[src/rtl/tpm_request_frontend.sv]
// tpm_request_frontend: upstream request stage of the triple-ported memory.
// Each of the three clients feeds its own DEPTH-entry FIFO. The head entry of
// each FIFO drives the matching memory port, and is retired only on an edge
// where the memory captures it (freeze_inputs low).
// Optional build macro: TPM_FRONTEND_STATS_EN adds per-port saturating
// issue/stall counters and a stats_clear input.
module tpm_request_frontend #(
    parameter int DEPTH  = 4,
    parameter int ADDR_W = 12,
    parameter int DATA_W = 16
) (
    input  logic              clk,
    input  logic              reset_n,
    input  logic              c1_req_valid,
    output logic              c1_req_ready,
    input  logic [ADDR_W-1:0] c1_addr,
    input  logic [DATA_W-1:0] c1_data,
    input  logic              c1_wen,
    input  logic              c2_req_valid,
    output logic              c2_req_ready,
    input  logic [ADDR_W-1:0] c2_addr,
    input  logic [DATA_W-1:0] c2_data,
    input  logic              c2_wen,
    input  logic              c3_req_valid,
    output logic              c3_req_ready,
    input  logic [ADDR_W-1:0] c3_addr,
    input  logic [DATA_W-1:0] c3_data,
    input  logic              c3_wen,
    output logic [ADDR_W-1:0] port1_addr,
    output logic [DATA_W-1:0] port1_data_in,
    output logic              port1_wen,
    output logic              port1_valid_in,
    output logic [ADDR_W-1:0] port2_addr,
    output logic [DATA_W-1:0] port2_data_in,
    output logic              port2_wen,
    output logic              port2_valid_in,
    output logic [ADDR_W-1:0] port3_addr,
    output logic [DATA_W-1:0] port3_data_in,
    output logic              port3_wen,
    output logic              port3_valid_in,
    input  logic              freeze_inputs,
    input  logic              flush
`ifdef TPM_FRONTEND_STATS_EN
    ,
    input  logic              stats_clear,
    output logic [15:0]       stat1_issued,
    output logic [15:0]       stat2_issued,
    output logic [15:0]       stat3_issued,
    output logic [15:0]       stat1_stall,
    output logic [15:0]       stat2_stall,
    output logic [15:0]       stat3_stall
`endif
);

    localparam int PTR_W   = $clog2(DEPTH);
    localparam int CNT_W   = PTR_W + 1;
    localparam int ENTRY_W = ADDR_W + DATA_W + 1;
    localparam logic [CNT_W-1:0] FULL_CNT = CNT_W'(DEPTH);

    logic [2:0]         req_valid;
    logic [2:0]         req_ready;
    logic [2:0]         head_valid;
    logic [2:0]         push;
    logic [2:0]         pop;
    logic [ENTRY_W-1:0] req_entry  [3];
    logic [ENTRY_W-1:0] head_entry [3];
    logic               ready_en;

    assign req_valid    = {c3_req_valid, c2_req_valid, c1_req_valid};
    assign req_entry[0] = {c1_addr, c1_data, c1_wen};
    assign req_entry[1] = {c2_addr, c2_data, c2_wen};
    assign req_entry[2] = {c3_addr, c3_data, c3_wen};

    // Holds ready low during reset and for the edge of release, so clients see
    // ready only from the first full cycle after reset_n rises.
    always_ff @(posedge clk or negedge reset_n) begin
        if (!reset_n) ready_en <= 1'b0;
        else          ready_en <= 1'b1;
    end

    for (genvar p = 0; p < 3; p++) begin : g_port
        logic [ENTRY_W-1:0] mem [DEPTH];
        logic [PTR_W-1:0]   wr_ptr;
        logic [PTR_W-1:0]   rd_ptr;
        logic [CNT_W-1:0]   count;

        // Ready comes only from registered state; a pop on a full FIFO does
        // not open a slot until the following cycle.
        assign req_ready[p]  = ready_en & (count != FULL_CNT);
        assign head_valid[p] = (count != '0);
        assign push[p]       = req_valid[p] & req_ready[p];
        assign pop[p]        = head_valid[p] & ~freeze_inputs;
        assign head_entry[p] = head_valid[p] ? mem[rd_ptr] : '0;

        // Pointer and occupancy tracking; flush wins over any push or pop.
        always_ff @(posedge clk or negedge reset_n) begin
            if (!reset_n) begin
                wr_ptr <= '0;
                rd_ptr <= '0;
                count  <= '0;
            end else if (flush) begin
                wr_ptr <= '0;
                rd_ptr <= '0;
                count  <= '0;
            end else begin
                if (push[p]) wr_ptr <= wr_ptr + 1'b1;
                if (pop[p])  rd_ptr <= rd_ptr + 1'b1;
                case ({push[p], pop[p]})
                    2'b10:   count <= count + 1'b1;
                    2'b01:   count <= count - 1'b1;
                    default: count <= count;
                endcase
            end
        end

        // Entry storage; contents are only visible through a non-empty head.
        always_ff @(posedge clk) begin
            if (push[p] && !flush) mem[wr_ptr] <= req_entry[p];
        end
    end

    assign c1_req_ready   = req_ready[0];
    assign c2_req_ready   = req_ready[1];
    assign c3_req_ready   = req_ready[2];
    assign port1_valid_in = head_valid[0];
    assign port2_valid_in = head_valid[1];
    assign port3_valid_in = head_valid[2];
    assign port1_addr     = head_entry[0][ENTRY_W-1 -: ADDR_W];
    assign port2_addr     = head_entry[1][ENTRY_W-1 -: ADDR_W];
    assign port3_addr     = head_entry[2][ENTRY_W-1 -: ADDR_W];
    assign port1_data_in  = head_entry[0][DATA_W:1];
    assign port2_data_in  = head_entry[1][DATA_W:1];
    assign port3_data_in  = head_entry[2][DATA_W:1];
    assign port1_wen      = head_entry[0][0];
    assign port2_wen      = head_entry[1][0];
    assign port3_wen      = head_entry[2][0];

`ifdef TPM_FRONTEND_STATS_EN
    logic [15:0] stat_issued [3];
    logic [15:0] stat_stall  [3];

    for (genvar s = 0; s < 3; s++) begin : g_stats
        // Saturating counters of retired entries and of frozen cycles with a
        // valid head; stats_clear beats any increment.
        always_ff @(posedge clk or negedge reset_n) begin
            if (!reset_n) begin
                stat_issued[s] <= '0;
                stat_stall[s]  <= '0;
            end else if (stats_clear) begin
                stat_issued[s] <= '0;
                stat_stall[s]  <= '0;
            end else begin
                if (pop[s] && stat_issued[s] != 16'hFFFF)
                    stat_issued[s] <= stat_issued[s] + 16'd1;
                if (head_valid[s] && freeze_inputs && stat_stall[s] != 16'hFFFF)
                    stat_stall[s] <= stat_stall[s] + 16'd1;
            end
        end
    end

    assign stat1_issued = stat_issued[0];
    assign stat2_issued = stat_issued[1];
    assign stat3_issued = stat_issued[2];
    assign stat1_stall  = stat_stall[0];
    assign stat2_stall  = stat_stall[1];
    assign stat3_stall  = stat_stall[2];
`endif

endmodule

[config.mk]
export PLATFORM = sky130hd
export DESIGN_NAME = tpm_request_frontend
export DESIGN_NICKNAME = d
export VERILOG_FILES = /design/src/rtl/tpm_request_frontend.sv
export SDC_FILE = /design/constraint.sdc
export NUM_CORES = 1
export LEC_CHECK = 0
export CELL_PAD_IN_SITES_DETAIL_PLACEMENT = 1
export CELL_PAD_IN_SITES_GLOBAL_PLACEMENT = 1
export CORE_MARGIN = 4
export CORE_UTILIZATION = 55
export CTS_CLUSTER_SIZE = 28
export DETAILED_ROUTE_END_ITERATION = 8
export DONT_BUFFER_PORTS = 1
export GPL_TIMING_DRIVEN = 0
export PLACE_DENSITY = 0.78
export SETUP_SLACK_MARGIN = 0.4
export SYNTH_ARGS = -nofsm -noshare
export SYNTH_HDL_FRONTEND = slang
export SYNTH_SLANG_ARGS = --single-unit
[constraint.sdc]
create_clock -name clk -period 4 [get_ports clk]
set_input_delay 0.4 -clock clk [delete_from_list [all_inputs] [get_ports clk]]
set_output_delay 0.4 -clock clk [all_outputs]
set_load 0.01 [all_outputs]
# Word level (Yosys, flattened, before mapping)
# Memories as Yosys holds them, arrays and structs flattened.
# Cells that the tools add are included.
op_classes:
  addsub: 12
  n_reduce_logical: 16
  bitwise: 10
  mux: 27
  eq_ne: 9
ops:
  columns: ["op", "count"]
  rows:
  - ["two-way mux 29 bit", 3]
  - ["two-way mux 2 bit", 12]
  - ["one-hot mux 3 bit (2 select lines)", 3]
  - ["nonzero test 3 bit", 6]
  - ["adder 2 x 1 -> 2 bit (second input constant)", 6]
  - ["nonzero test 2 bit", 6]
  - ["adder 3 x 1 -> 3 bit (second input constant)", 3]
  - ["bitwise AND 1 bit", 9]
  - ["two-way mux 3 bit", 3]
  - ["inequality test 3 bit (second input constant)", 3]
  - ["subtractor 3 x 1 -> 3 bit (second input constant)", 3]
  - ["equality test 2 x 1 -> 1 bit (second input constant)", 3]
  - ["equality test 2 bit (second input constant)", 3]
  - ["two-way mux 1 bit", 6]
  - ["logical AND 1 bit", 3]
  - ["zero test 1 bit", 1]
  - ["inverter 1 bit", 1]
totals:
  reg_bits: 22
  memories: 3
  in_bits: 94
  out_inout_bits: 93
  ram_bits: 348
memory_table:
  columns: ["memory", "words", "width", "rd", "rd_clocked_by_memory_dff", "write_ports", "line", "text"]
  rows:
  - ["g_port[0].mem", 4, 29, 1, 0, 1, "82", "logic [ENTRY_W-1:0] mem [DEPTH];"]
  - ["g_port[1].mem", 4, 29, 1, 0, 1, "82", null]
  - ["g_port[2].mem", 4, 29, 1, 0, 1, "82", null]

# Longest topological paths before layout
depth:
  ltp_word: 6
  ltp_mapped: 9
  mapped_depth_nobuf: 8

# Least setup slack after synthesis
# Ideal clock, no wire load.
synth_timing:
  path_kind: "reg2reg"
  start: "reg g_port[2].count[2]"
  end: "mem g_port[2].mem[0][0] (netlist bit), enable pin"
  arrival_ps: 3129
  required_time_ps: 3542
  stages_incl_launch_ff: 5
  setup_time_ps: 458
  path_slack_ps: 414
  path_cell_list: "dfrtp_1 -> nor3b_2 -> or2_1 -> clkbuf_1 -> nor3b_1"
synth_between:
  elab_chain_len: 6
synth_rtl:
  columns: ["element", "line", "text"]
  rows:
  - ["start: declaration", "85", "logic [CNT_W-1:0] count;"]
  - ["start signal: assignment", "109", "2'b10: count <= count + 1'b1;"]
  - ["start signal: assignment", "110", "2'b01: count <= count - 1'b1;"]
  - ["start signal: assignment", "111", "default: count <= count;"]
  - ["inequality test 3 bit", "89", "assign req_ready[p] = ready_en & (count != FULL_CNT);"]
  - ["bitwise AND 1 bit", "89", null]
  - ["bitwise AND 1 bit", "91", "assign push[p] = req_valid[p] & req_ready[p];"]
  - ["logical AND 1 bit", "118", "if (push[p] && !flush) mem[wr_ptr] <= req_entry[p];"]
  - ["two-way mux 1 bit", "118", null]
  - ["two-way mux 1 bit (not written as such)", "118", null]
  - ["end: declaration", "82", null]
# No other way between the ends.

# Worst setup path after layout
layout_timing:
  start: "reg g_port[1].count[0]"
  end: "out port2_addr[3]"
layout_between:
  elab_chain_len: 2
layout_rtl:
  columns: ["element", "line", "text"]
  rows:
  - ["start: declaration", "85", null]
  - ["start signal: assignment", "109", null]
  - ["start signal: assignment", "110", null]
  - ["start signal: assignment", "111", null]
  - ["nonzero test 3 bit", "90", "assign head_valid[p] = (count != '0);"]
  - ["named net port2_valid_in", "36", "output logic port2_valid_in,"]
  - ["two-way mux 29 bit", "93", "assign head_entry[p] = head_valid[p] ? mem[rd_ptr] : '0;"]
  - ["end: declaration", "33", "output logic [ADDR_W-1:0] port2_addr,"]
# The timed path passes the listed nets, and every way through them passes these cells.

==> results.md <==
- Clk Tree Root Cell: clkbuf_16
- Worst path slowest cell: nor3_1
- Largest net degree at the start of global routing: 30
- Yosys top cell area share: 71.4%
- CP Capture Type: output port
- Yosys top cell by area: edfxtp_1
- RSZ-0062 raised after global routing: false
- Largest stage delay, worst path: around 0.7 ns
- Critical path startpoint: g_port[1].count[0]
- Hold wc startpoint: flush
- Core Region: 0.0261 mm²
- Die width: 171 µm
- Max-cap violations: 0
- Static leakage: 5.58 nW
- Dpl cells: ~1100
- Post-Syn Area: 0.0146 mm²
- Finished Layout Cells: 1208
- Post-CTS Setup Bufs: 0
- Worst-margin pin slew: 1.06 ns
- RR Startpoint: g_port[1].count[0]
- CTS Hold Bufs: 89
- GPL Wtd Cong: 0.735
- Initial cell density of the core: 56.0%
- Crit path max fanout: 10
- CP cell instances: nor3_1 > inv_1 > clkbuf_1 > and2_1
- Top cells by area, synth: edfxtp_1 (71%), mux4_2 (13%), dfrtp_1 (3.8%)
- # resized after CTS: 0
- Synthesized area per cell: 20.6 µm²
- DP HPWL: 19.2 mm
- Proportion of layout cells with a drive suffix above 1: 20.7%
- Final hold viol count: 0
- Antenna cells: 0
- Congestion Overflow GR: 0
- Initial antenna violation count: 1
- Unique cell type count in the Yosys netlist: 42
- Run status: complete, no violations
- Clock Skew: between 0.01 and 0.015 ns
- GR Util All Layers: 21.3%
- Pwr Density: 582 mW/mm²
- Family with the most delay on the worst path: simple AND/OR/NAND/NOR gates
- Syn nets: 819
- Layout area overhead: 17.6%
- Crit share post-route: 71.0%
- Pre-antenna DRT Iters: 6
- CTS tree: yes
- Crit path buffers/inverters: 2
- DRC Markers: 0
- Final ANT Viol Nets: 0
- Vias: between 6000 and 7000
- Most frequent cells in the layout: edfxtp_1 (348), dlygate4sd3_1 (88), mux4_2 (87)
- CP required: roughly 3.6 ns
- Rel. slew slack: between 20% and 30%
- CTS Buf Count: 38
- Port bufs: 0
- Final-report setup violation count: 0
- Ys Warns: 0
- Avg WL per Cell: 25.5 µm
- Fin crit period: 2.84 ns
- Row cnt: 59
- DRT Wirelength: roughly 31 mm
- Vias in the first global route: 8039
- FILL cells: between 2000 and 2500
- Clock Latency Late Sink: 0.51 ns
- Flops & latches, synth: 370
- H-tree levels: 2
- Crit path arrival time: 2.44 ns
- DR vias/cell: 5.74
- Setup CP Type: reg2out
- IO Pins: 187
- Global-route wire length before repair: roughly 47 mm
- Hold crit path type: in2reg
- Max Slew Vio Count: 0
- Fin nets: 956
- Syn Inst Count: 710
- Worst-path clk slew: 0.06 ns
- Sequential-to-total area share from yosys stat: 75.1%
- Iter 0 DRT Violations: ~480
- Fmax: 0.352 GHz
- CP startpoint kind: register
- Clock buffer depth: 3
- Minimum hold slack: 0.146 ns
- Max IR drop VDD: 0.429 mV
- Most common cell after layout, fill and taps aside: edfxtp_1
- CTS Sinks: between 300 and 400
- DIE AREA: 0.0293 mm²
- Die H: 171 µm
## per-layer routing
layer | part of all wire, % | global-route usage (%)
met5 | 0.042 | 0
met3 | 7.2 | 6.16
met4 | 2.1 | 5.17
met2 | 53 | 38.2
met1 | 37 | 25.9
## synth_stat cells
cell,n
dfrtp_1,22
conb_1,1
a21oi_1,3
xnor2_1,11
mux2_1,4
a22oi_1,1
fa_1,3
a311o_1,1
a21boi_1,1
buf_1,1
nor3b_2,1
nor3_1,4
mux4_2,87
inv_1,10
mux2i_1,6
clkbuf_1,22
buf_2,10
nand2_1,4
nor2_2,2
nor3b_1,8
a21oi_2,1
ha_1,12
xor2_1,1
nor3_2,3
a311oi_1,1
a211oi_1,1
and2_1,38
nor2_1,20
or3_1,1
edfxtp_1,348
xnor2_4,1
and3_4,1
or2_1,2
and3_1,2
or2_2,1
o211ai_1,1
buf_6,1
o211a_1,1
or3b_4,1
nand2b_1,6
nor2b_1,64
nand3_1,1
## registers in the layout (all words and copies together), names as in the netlist
register,count
g_port.mem,348
g_port.count,9
g_port.rd_ptr,6
g_port.wr_ptr,6
ready_en,1
## kinds of logic (layout without fill, tap and decap cells)
kind of cell               count (synthesis)  count (layout)  synth area share (%)
other                                      1               1                0.0256
buffers and inverters                     44             207                  1.26
and+or+nand+nor                          159             159                  6.60
AOI/OAI and AO/OA                         11              11                 0.564
adders and majority gates                 15              15                  1.44
xor gates and xnor gates                  13              13                 0.906
muxes                                     97              97                  14.1
DFF                                      370             370                  75.1
## worst register-to-register path, stage by stage, from the launching register on
cell	delay (ns)
dfrtp_1	0.44
nor3_1	0.70
nor3_1	0.14
fa_1	0.42
or2_2	0.31
a311o_1	0.29
and3_1	0.20
nor3_2	0.14
## final cells by class
type | instances | area (µm²) | share of cell area, %
Sequential cell | 370 | 11000 | 63.9
Multi-Input combinational cell | 296 | 3490 | 20.3
Clock buffer | 47 | 1050 | 6.09
Timing Repair Buffer | 97 | 991 | 5.75
Tap cell | 335 | 419 | 2.43
Buffer | 34 | 148 | 0.857
Clock inverter | 19 | 90.1 | 0.523
Inverter | 10 | 37.5 | 0.218
## worst paths after layout
| path | slack (ns) | cells after the start | end |
|---|---|---|---|
| worst max-delay path | 1.16 | 4 | port2_addr[3] |
| worst min-delay path | 0.15 | 2 | g_port[2].count[2] |
| worst max register to register | 1.30 | 7 | g_port[1].count[2] |
| worst min register to register | 0.59 | 2 | g_port[1].wr_ptr[1] |
| max in group asynchronous | 3.49 | 2 | g_port[0].count[0] |
| min in group asynchronous | 0.36 | 2 | g_port[1].rd_ptr[1] |
## power by group
| group | leakage, nW | switching [mW] | total, mW | internal, mW |
|---|---|---|---|---|
| Clock | 0.562 | 1.38 | 3.24 | 1.85 |
| Sequential | 3.44 | 0.0944 | 4.48 | 4.38 |
| Combinational | 1.58 | 1.35 | 2.31 | 0.964 |
| Total | 5.58 | 2.82 | 10.0 | 7.20 |
## per-stage QoR
step	cell area [µm²]	TNS [ns]	worst slack, ns	util [%]	total power, mW
final	17200	0	1.16	65.9	10.0
after global routing	17200	0	1.02	65.9	10.5
after CTS	17200	0	1.11	65.9	10.1
after detailed placement	15200	0	1.28	58.1	6.78
after global placement	15100	-125.63	-1.09	57.6	6.68
after floorplan	14600	0	0.414	-	6.26
Note: power is estimated with default switching activity, not from simulation.
